[config.mk]
export PLATFORM = sky130hd
export DESIGN_NAME = fsm_bit_stream_driver
export DESIGN_NICKNAME = d
export VERILOG_FILES = /design/src/rtl/fsm_bit_stream_driver.sv
export SDC_FILE = /design/constraint.sdc
export NUM_CORES = 1
export LEC_CHECK = 0
export CAP_MARGIN = 0
export CORE_ASPECT_RATIO = 2
export CORE_UTILIZATION = 52
export CTS_BUF_LIST = sky130_fd_sc_hd__clkbuf_4
export CTS_CLUSTER_DIAMETER = 60
export DETAILED_ROUTE_END_ITERATION = 8
export PLACE_DENSITY = 0.73
export SLEW_MARGIN = 20
export SYNTH_ARGS = -nofsm -noshare
export SYNTH_HDL_FRONTEND = slang
export SYNTH_SLANG_ARGS = --single-unit
[constraint.sdc]
create_clock -name clk -period 2.55 [get_ports clk]
set_input_delay 0.6375 -clock clk [delete_from_list [all_inputs] [get_ports clk]]
set_output_delay 0.6375 -clock clk [all_outputs]
set_load 0.05 [all_outputs]
[src/rtl/fsm_bit_stream_driver.sv]
// Buffers parallel words in a DEPTH-entry FIFO and serializes them onto bit_out; first bit 2 edges after push to idle.
// in_ready drops only on a full FIFO (pops never relieve it same-cycle); step_en=0 freezes the shifter.
module fsm_bit_stream_driver #(
  parameter int WIDTH     = 8,
  parameter int DEPTH     = 4,
  parameter bit MSB_FIRST = 1'b1,
  parameter bit IDLE_BIT  = 1'b0
) (
  input  logic                   clk,
  input  logic                   reset,
  input  logic [WIDTH-1:0]       in_data,
  input  logic                   in_valid,
  output logic                   in_ready,
  input  logic                   step_en,
  output logic                   bit_out,
  output logic                   bit_valid,
  output logic                   word_done,
  output logic                   busy,
  output logic [$clog2(DEPTH):0] fifo_count
);

  localparam int AW = $clog2(DEPTH);
  localparam int CW = AW + 1;
  localparam int BW = $clog2(WIDTH);
  localparam logic [CW-1:0] FULL = CW'(DEPTH);
  localparam logic [BW-1:0] LAST = BW'(WIDTH - 1);

  typedef enum logic {IDLE, SHIFT} state_t;

  state_t           state, state_nxt;
  logic [WIDTH-1:0] mem [DEPTH];
  logic [AW-1:0]    wr_ptr, rd_ptr;
  logic [WIDTH-1:0] shreg, shreg_nxt;
  logic [BW-1:0]    bcnt, bcnt_nxt;
  logic             push, pop, done_nxt, bit_nxt;

  function automatic logic head(input logic [WIDTH-1:0] w);
    return MSB_FIRST ? w[WIDTH-1] : w[0];
  endfunction

  assign in_ready = (fifo_count < FULL);
  assign push     = in_valid && in_ready;
  assign busy     = (state == SHIFT) || (fifo_count != '0);

  always_comb begin
    state_nxt = state;
    shreg_nxt = shreg;
    bcnt_nxt  = bcnt;
    pop       = 1'b0;
    done_nxt  = 1'b0;
    case (state)
      IDLE: begin
        if (fifo_count != '0) begin
          pop       = 1'b1;
          shreg_nxt = mem[rd_ptr];
          bcnt_nxt  = LAST;
          state_nxt = SHIFT;
        end
      end
      SHIFT: begin
        if (step_en) begin
          if (bcnt != '0) begin
            shreg_nxt = MSB_FIRST ? (shreg << 1) : (shreg >> 1);
            bcnt_nxt  = bcnt - 1'b1;
          end else begin
            done_nxt = 1'b1;
            // Chain straight into the next queued word so the stream has no gap bit.
            if (fifo_count != '0) begin
              pop       = 1'b1;
              shreg_nxt = mem[rd_ptr];
              bcnt_nxt  = LAST;
            end else begin
              state_nxt = IDLE;
            end
          end
        end
      end
      default: state_nxt = IDLE;
    endcase
    bit_nxt = (state_nxt == SHIFT) ? head(shreg_nxt) : IDLE_BIT;
  end

  always_ff @(posedge clk) begin
    if (push) mem[wr_ptr] <= in_data;
  end

  always_ff @(posedge clk or posedge reset) begin
    if (reset) begin
      state      <= IDLE;
      wr_ptr     <= '0;
      rd_ptr     <= '0;
      fifo_count <= '0;
      shreg      <= '0;
      bcnt       <= '0;
      bit_out    <= IDLE_BIT;
      bit_valid  <= 1'b0;
      word_done  <= 1'b0;
    end else begin
      state     <= state_nxt;
      shreg     <= shreg_nxt;
      bcnt      <= bcnt_nxt;
      bit_out   <= bit_nxt;
      bit_valid <= (state_nxt == SHIFT);
      word_done <= done_nxt;
      if (push) wr_ptr <= wr_ptr + 1'b1;
      if (pop)  rd_ptr <= rd_ptr + 1'b1;
      case ({push, pop})
        2'b10:   fifo_count <= fifo_count + 1'b1;
        2'b01:   fifo_count <= fifo_count - 1'b1;
        default: fifo_count <= fifo_count;
      endcase
    end
  end

endmodule

==> flow_summary_export.csv, run 1 <==
group,metric,value,unit
yosys,synth_largest_area_cell,"edfxtp_1",
yosys,synth_seq_area_share,62.5,%
yosys,yosys_warnings,0,
worst_setup_path,crit_arrival,1840,ps
clock_network,path_clk_slew,150,ps
routing,avgRoutedWirePerCell,17.5,µm
sta,hold_ws,544,ps
sta,hold_violations,0,
worst_setup_path,slowest_stage,"clkdlybuf4s50_1",
sta,rsz0062_at_grt,"false",
worst_setup_path,crit_chain,"clkdlybuf4s50_1",
clock_network,cts_made_buffers,5,
sta,relSlewSlack,55.9,%
worst_setup_path,crit_fanout,12,
final_layout,num-nets-final,209,
placed_design,place_inst,236,
grt,grt_max_degree,22,
sta,fin_tns_setup,0,ps
worst_setup_path,reg2reg_setup_slack,360,ps
sta,drv_slew,0,
grt,grt_overflow,0,
grt,grt_first_pass_wirelength,7360,µm
final_layout,drive_gt1_share,11.1,%
final_layout,antenna_cells,0,
placed_design,port_buffers,19,
yosys,synth-adder-area-share,4.53,%
final_layout,area_delta_synth_final,13.8,%
die,rows,34,
worst_setup_path,crit_path_end_kind,"output port",
clock_network,clock_sinks,53,
yosys,synth_area,0.00238,mm²
placed_design,dp_hpwl,3180,µm
final_layout,seqCellArea,0.00149,mm²
die,ioPinCount,20,
yosys,avgSynthCellArea,14.5,µm²
yosys,async_flop_share,39.6,%
routing,via_per_inst,5.83,
worst_setup_path,reg2reg_to,"fifo_count[2]",
final_layout,fill_cells,344,
min_path,worstHoldStart,"fifo_count[0]",
yosys,synth-xor-area-share,2.21,%
worst_setup_path,path_delay_family,"buffers and inverters",
die,dieArea,0.00486,mm²
sta,min_period,2480,ps
final_layout,fin_util,61.8,%
clock_network,insertion_delay,370,ps
pwr,p_leak,1.10,nW
sta,setup_viol,0,
status,status,"finished clean",
worst_setup_path,r2r_cells,10,
routing,drtIter0Drc,27,
final_layout,multiInputGateArea,797,µm²
sta,worst_pin_slew,660,ps
yosys,synth_most_common_cell,"edfxtp_1",
yosys,synth.top_cell.area_share,40.4,%
sta,skew,13.7,ps
pwr,pwr_density_cell,1030,mW/mm²
worst_setup_path,cpPeakStageDelay,870,ps
routing,postRouteAntennaNets,0,
yosys,synth_edf_count,32,
yosys,synth.area.top_cells,"edfxtp_1 (40%), dfrtp_1 (22%), mux4_1 (6.6%)",
yosys,yosysUniqueCellTypes,38,
clock_network,postCtsResizedCells,0,
sta,setup_slack,72.0,ps
clock_network,htreeDepth,2,
min_path,hp-class,"reg -> reg",
yosys,syn_nets,184,
routing,postRouteWirelength,4280,µm
worst_setup_path,worst-path-buf-inv,1,
worst_setup_path,cp_data_required_time,1910,ps
yosys,synth_common_cells,"edfxtp_1 (32), dfrtp_1 (21), nand2_1 (13)",
yosys,synth_compound_area_share,11.1,%
routing,drc_errors,0,
yosys,synth_top_family_by_area,"compound AO/OA/AOI/OAI gates",
placed_design,place.gp.congestion,0.831,
clock_network,cts_hold_buf,0,
routing,num_vias,1423,
grt,grt_pass1_vias,1609,
worst_setup_path,r2r-start,"bcnt[0]",
worst_setup_path,start_kind,"flop",
yosys,ys.flop_type,"edfxtp_1",
grt,antenna_found_initial,0,
placed_design,preCtsSetupSlack,19.6,ps
die,start_util,54.3,%
flow_run,maxCapViolations,0,
yosys,netlist_instances,164,
yosys,ys_ff_latch,53,
routing,drtPass1Iterations,4,
pwr,irDropWorstVdd,0.000646,V
die,die_w,49.8,µm
sta,fmaxAchievable,404,MHz
grt,grt_use_total,20.6,%
clock_network,tritoncts,"done",
final_layout,finalNonFillerCells,244,
die,core_area,0.00438,mm²
min_path,min_path_cells,1,
sta,finalCritPeriodShare,97.2,%
clock_network,clockBufferDepth,2,
yosys,synthMuxAreaShare,10.2,%
clock_network,clockRootBuffer,"clkbuf_4",
yosys,synth_simple_gate_area_share,5.53,%
worst_setup_path,path_class,"reg -> out",
min_path,hold_end,"fifo_count[0]",
die,fp.dieH,97.6,µm
clock_network,postCtsSetupBuffers,0,
## metal layers
| layer | track usage, % | routed length, µm |
|---|---|---|
| met4 | 8.13 | 78 |
| met5 | 0 | 0 |
| met2 | 39.6 | 2530 |
| met1 | 21.0 | 1600 |
| met3 | 3.29 | 77 |
## cells by family (layout without fill, tap and decap cells)
kind of cell / Yosys count / in the layout
buffers and inverters: 22 / 48
muxes: 12 / 12
DFF: 53 / 53
xor gates and xnor gates: 6 / 6
AOI/OAI and AO/OA: 36 / 36
adders and majority gates: 8 / 8
and+or+nand+nor: 27 / 27
## worst max-delay path by stage
stage                  start       endpoint  cells after the start
2_1_floorplan  fifo_count[0]  fifo_count[2]                      9
3_3_place_gp         step_en  fifo_count[2]                      9
3_5_place_dp         step_en  fifo_count[2]                      9
4_1_cts                state      bit_valid                      1
5_1_grt                state      bit_valid                      1
6_report               state      bit_valid                      1
## state kept, by name (all words and copies together) (netlist names)
signal and cells:
fifo_count 3, bcnt 3, mem 32, state 1, rd_ptr 2, bit_out 1
wr_ptr 2, word_done 1, shreg 8
## stage by stage
stage | area, µm² | power (W)
5_1_grt | 2710 | 0.00297
3_3_place_gp | 2650 | 0.00237
3_5_place_dp | 2650 | 0.00244
2_1_floorplan | 2380 | 0.00212
6_report | 2710 | 0.00280
4_1_cts | 2710 | 0.00281
## power breakdown
part	internal, W	switching (W)
combinational	0.000512	0.000581
clock	0.000110	0.000268
sequential	0.00114	0.000187
## worst reg2reg max path, cell delays in order, from the launching register on
cell	delay, ps
dfrtp_1	390
inv_1	120
ha_1	260
and3b_1	210
o21a_1	140
ha_1	190
inv_1	60
fa_1	370
xor2_1	150
nor2_1	110
xnor2_1	120
## final cells by class
type                            count  area share [%]
Sequential cell                    53            54.9
Multi-Input combinational cell     89            29.4
Clock buffer                        5            1.39
Tap cell                           54            2.50
Timing Repair Buffer               27            9.15
Inverter                           13            1.80
Clock inverter                      3           0.786
## cell usage in the layout, fill, tap and decap left out, types with 4 or more instances in the layout
cell type and instances:
inv_1 12, edfxtp_1 32, nand2_1 13, buf_4 9, and2_1 4, mux4_1 6, dfrtp_1 21, clkbuf_4 5
clkdlybuf4s50_1 18, ha_1 7, o21ai_0 7, o22ai_1 5, xnor2_1 4, mux2i_1 4, a2bb2oi_1 5
(Power assumes the default switching activity.)
==> run 2, diff against run 1 <==
RECOVER_POWER = 25   (was unset)
==> run 2 against run 1 <==
Compared with the run above:
- utilization decreased by 0.086 points
- fmax unchanged
- sequential cell count unchanged
- die area unchanged
- first-iteration DRC count unchanged
- sequential share of layout area increased by 0.076 points
- clock-buffer cell count unchanged
- clock skew about the same
- critical path type unchanged
- highest routed layer unchanged
==> flow_summary_export.csv, run 2 (synthesis gave the netlist of run 1 again) <==
group,metric,value,unit
die,fp.dieH,97.6,µm
placed_design,preCtsSetupSlack,19.6,ps
grt,grt_first_pass_wirelength,7360,µm
placed_design,dp_hpwl,3180,µm
clock_network,postCtsResizedCells,0,
sta,min_period,2480,ps
sta,setup_viol,0,
clock_network,clockBufferDepth,2,
worst_setup_path,cp_num_cells,1,
worst_setup_path,cpPeakStageDelay,870,ps
die,ioPinCount,20,
sta,finalCritPeriodShare,97.2,%
grt,grt_max_degree,22,
sta,setup_slack,72.0,ps
clock_network,tritoncts,"done",
pwr,p_int,0.00176,W
pwr,switching_share,37.1,%
final_layout,num-nets-final,209,
pwr,power.share.clock,13.5,%
pwr,p_leak,1.10,nW
sta,skew,13.7,ps
clock_network,clock_sinks,53,
clock_network,postCtsSetupBuffers,0,
sta,fmaxAchievable,404,MHz
clock_network,clockRootBuffer,"clkbuf_4",
sta,rsz0062_at_grt,"false",
flow_run,maxCapViolations,0,
grt,grt_use_total,20.6,%
final_layout,fill_cells,346,
sta,worst_pin_slew,1140,ps
routing,drc_errors,0,
grt,antenna_found_initial,0,
worst_setup_path,slowest_stage,"clkdlybuf4s50_1",
grt,grt_overflow,0,
die,dieArea,0.00486,mm²
pwr,p_switching,0.00104,W
sta,relSlewSlack,24.0,%
sta,hold_violations,0,
routing,avgRoutedWirePerCell,17.5,µm
final_layout,largest-register,"mem",
min_path,hp-class,"reg -> reg",
final_layout,layout_commonest_cell,"edfxtp_1",
pwr,seqPwrFrac,47.4,%
grt,grt_pass1_vias,1609,
pwr,pwr_density_cell,1030,mW/mm²
final_layout,antenna_cells,0,
final_layout,drive_gt1_share,10.5,%
die,die_w,49.8,µm
clock_network,cts_hold_buf,0,
routing,postRouteWirelength,4280,µm
sta,drv_slew,0,
clock_network,cts_made_buffers,5,
pwr,comb_power_share,39.0,%
final_layout,reg_top3,"mem (32), shreg (8)",
worst_setup_path,path_delay_family,"buffers and inverters",
worst_setup_path,start_kind,"flop",
status,status,"finished clean",
min_path,min_path_cells,1,
clock_network,insertion_delay,370,ps
worst_setup_path,path_class,"reg -> out",
die,core_area,0.00438,mm²
routing,postRouteAntennaNets,0,
pwr,p_total,0.00279,W
placed_design,port_buffers,19,
worst_setup_path,crit_path_end_kind,"output port",
clock_network,path_clk_slew,150,ps
die,start_util,54.3,%
worst_setup_path,crit_arrival,1840,ps
worst_setup_path,cp_data_required_time,1910,ps
routing,drtPass1Iterations,4,
worst_setup_path,crit_fanout,12,
clock_network,htreeDepth,2,
final_layout,final_cell_mix,"edfxtp_1 (32), dfrtp_1 (21), nand2_1 (13), clkdlybuf4s50_1 (13), inv_1 (12)",
worst_setup_path,crit_chain,"clkdlybuf4s50_1",
placed_design,place.gp.congestion,0.831,
final_layout,finalNonFillerCells,244,
worst_setup_path,r2r_cells,10,
final_layout,area_delta_synth_final,13.7,%
sta,fin_tns_setup,0,ps
die,rows,34,
routing,num_vias,1423,
worst_setup_path,worst-path-buf-inv,1,
routing,drtIter0Drc,27,
pwr,irDropWorstVdd,0.000646,V
placed_design,place_inst,236,
final_layout,largest_reg_flops,32,
routing,via_per_inst,5.83,
## run 2: changes by cell type in the layout (fill, tap and decap cells not counted)
cell | before | now
buf_4 | 9 | 8
clkbuf_1 | 0 | 1
dlygate4sd3_1 | 0 | 5
clkdlybuf4s50_1 | 18 | 13
## run 2: final timing paths
path,from,to,slack (ps)
setup / recovery,state,bit_valid,70
setup reg to reg,bcnt[0],fifo_count[2],360
max in group asynchronous,reset,wr_ptr[0],830
min in group asynchronous,reset,word_done,1040
hold reg to reg,fifo_count[0],fifo_count[0],540
hold / removal,fifo_count[0],fifo_count[0],540
## run 2: power groups by stage
stage               clock [W]  combinational (W)  sequential (W)
global route         0.000413            0.00119         0.00136
global placement            0            0.00104         0.00133
floorplan                   0           0.000751         0.00137
detailed placement          0            0.00109         0.00135
CTS                  0.000383            0.00110         0.00133
finish               0.000378            0.00109         0.00133
## run 2: per-layer routing
layer | up-vias | GRT usage, % | part of all wire [%]
li1 | 665 | - | -
met1 | 736 | 21.0 | 37
met3 | 6 | 3.29 | 1.8
met4 | 0 | 8.13 | 1.8
met5 | - | 0 | 0
met2 | 16 | 39.6 | 59
## run 2: per-stage QoR
stage,cell area [µm²],hold WS [ps],utilization [%]
3_3_place_gp,2650,510,60.4
5_1_grt,2700,577,61.7
6_report,2700,544,61.7
4_1_cts,2710,546,61.8
2_1_floorplan,2380,505,-
3_5_place_dp,2650,522,60.4
## run 2: cell type report
| type | instances | area (µm²) | area share, % |
|---|---|---|---|
| Sequential cell | 53 | 1490 | 55.0 |
| Multi-Input combinational cell | 89 | 797 | 29.5 |
| Timing Repair Buffer | 27 | 244 | 9.03 |
| Tap cell | 54 | 67.6 | 2.50 |
| Inverter | 13 | 48.8 | 1.81 |
| Clock buffer | 5 | 37.5 | 1.39 |
| Clock inverter | 3 | 21.3 | 0.787 |
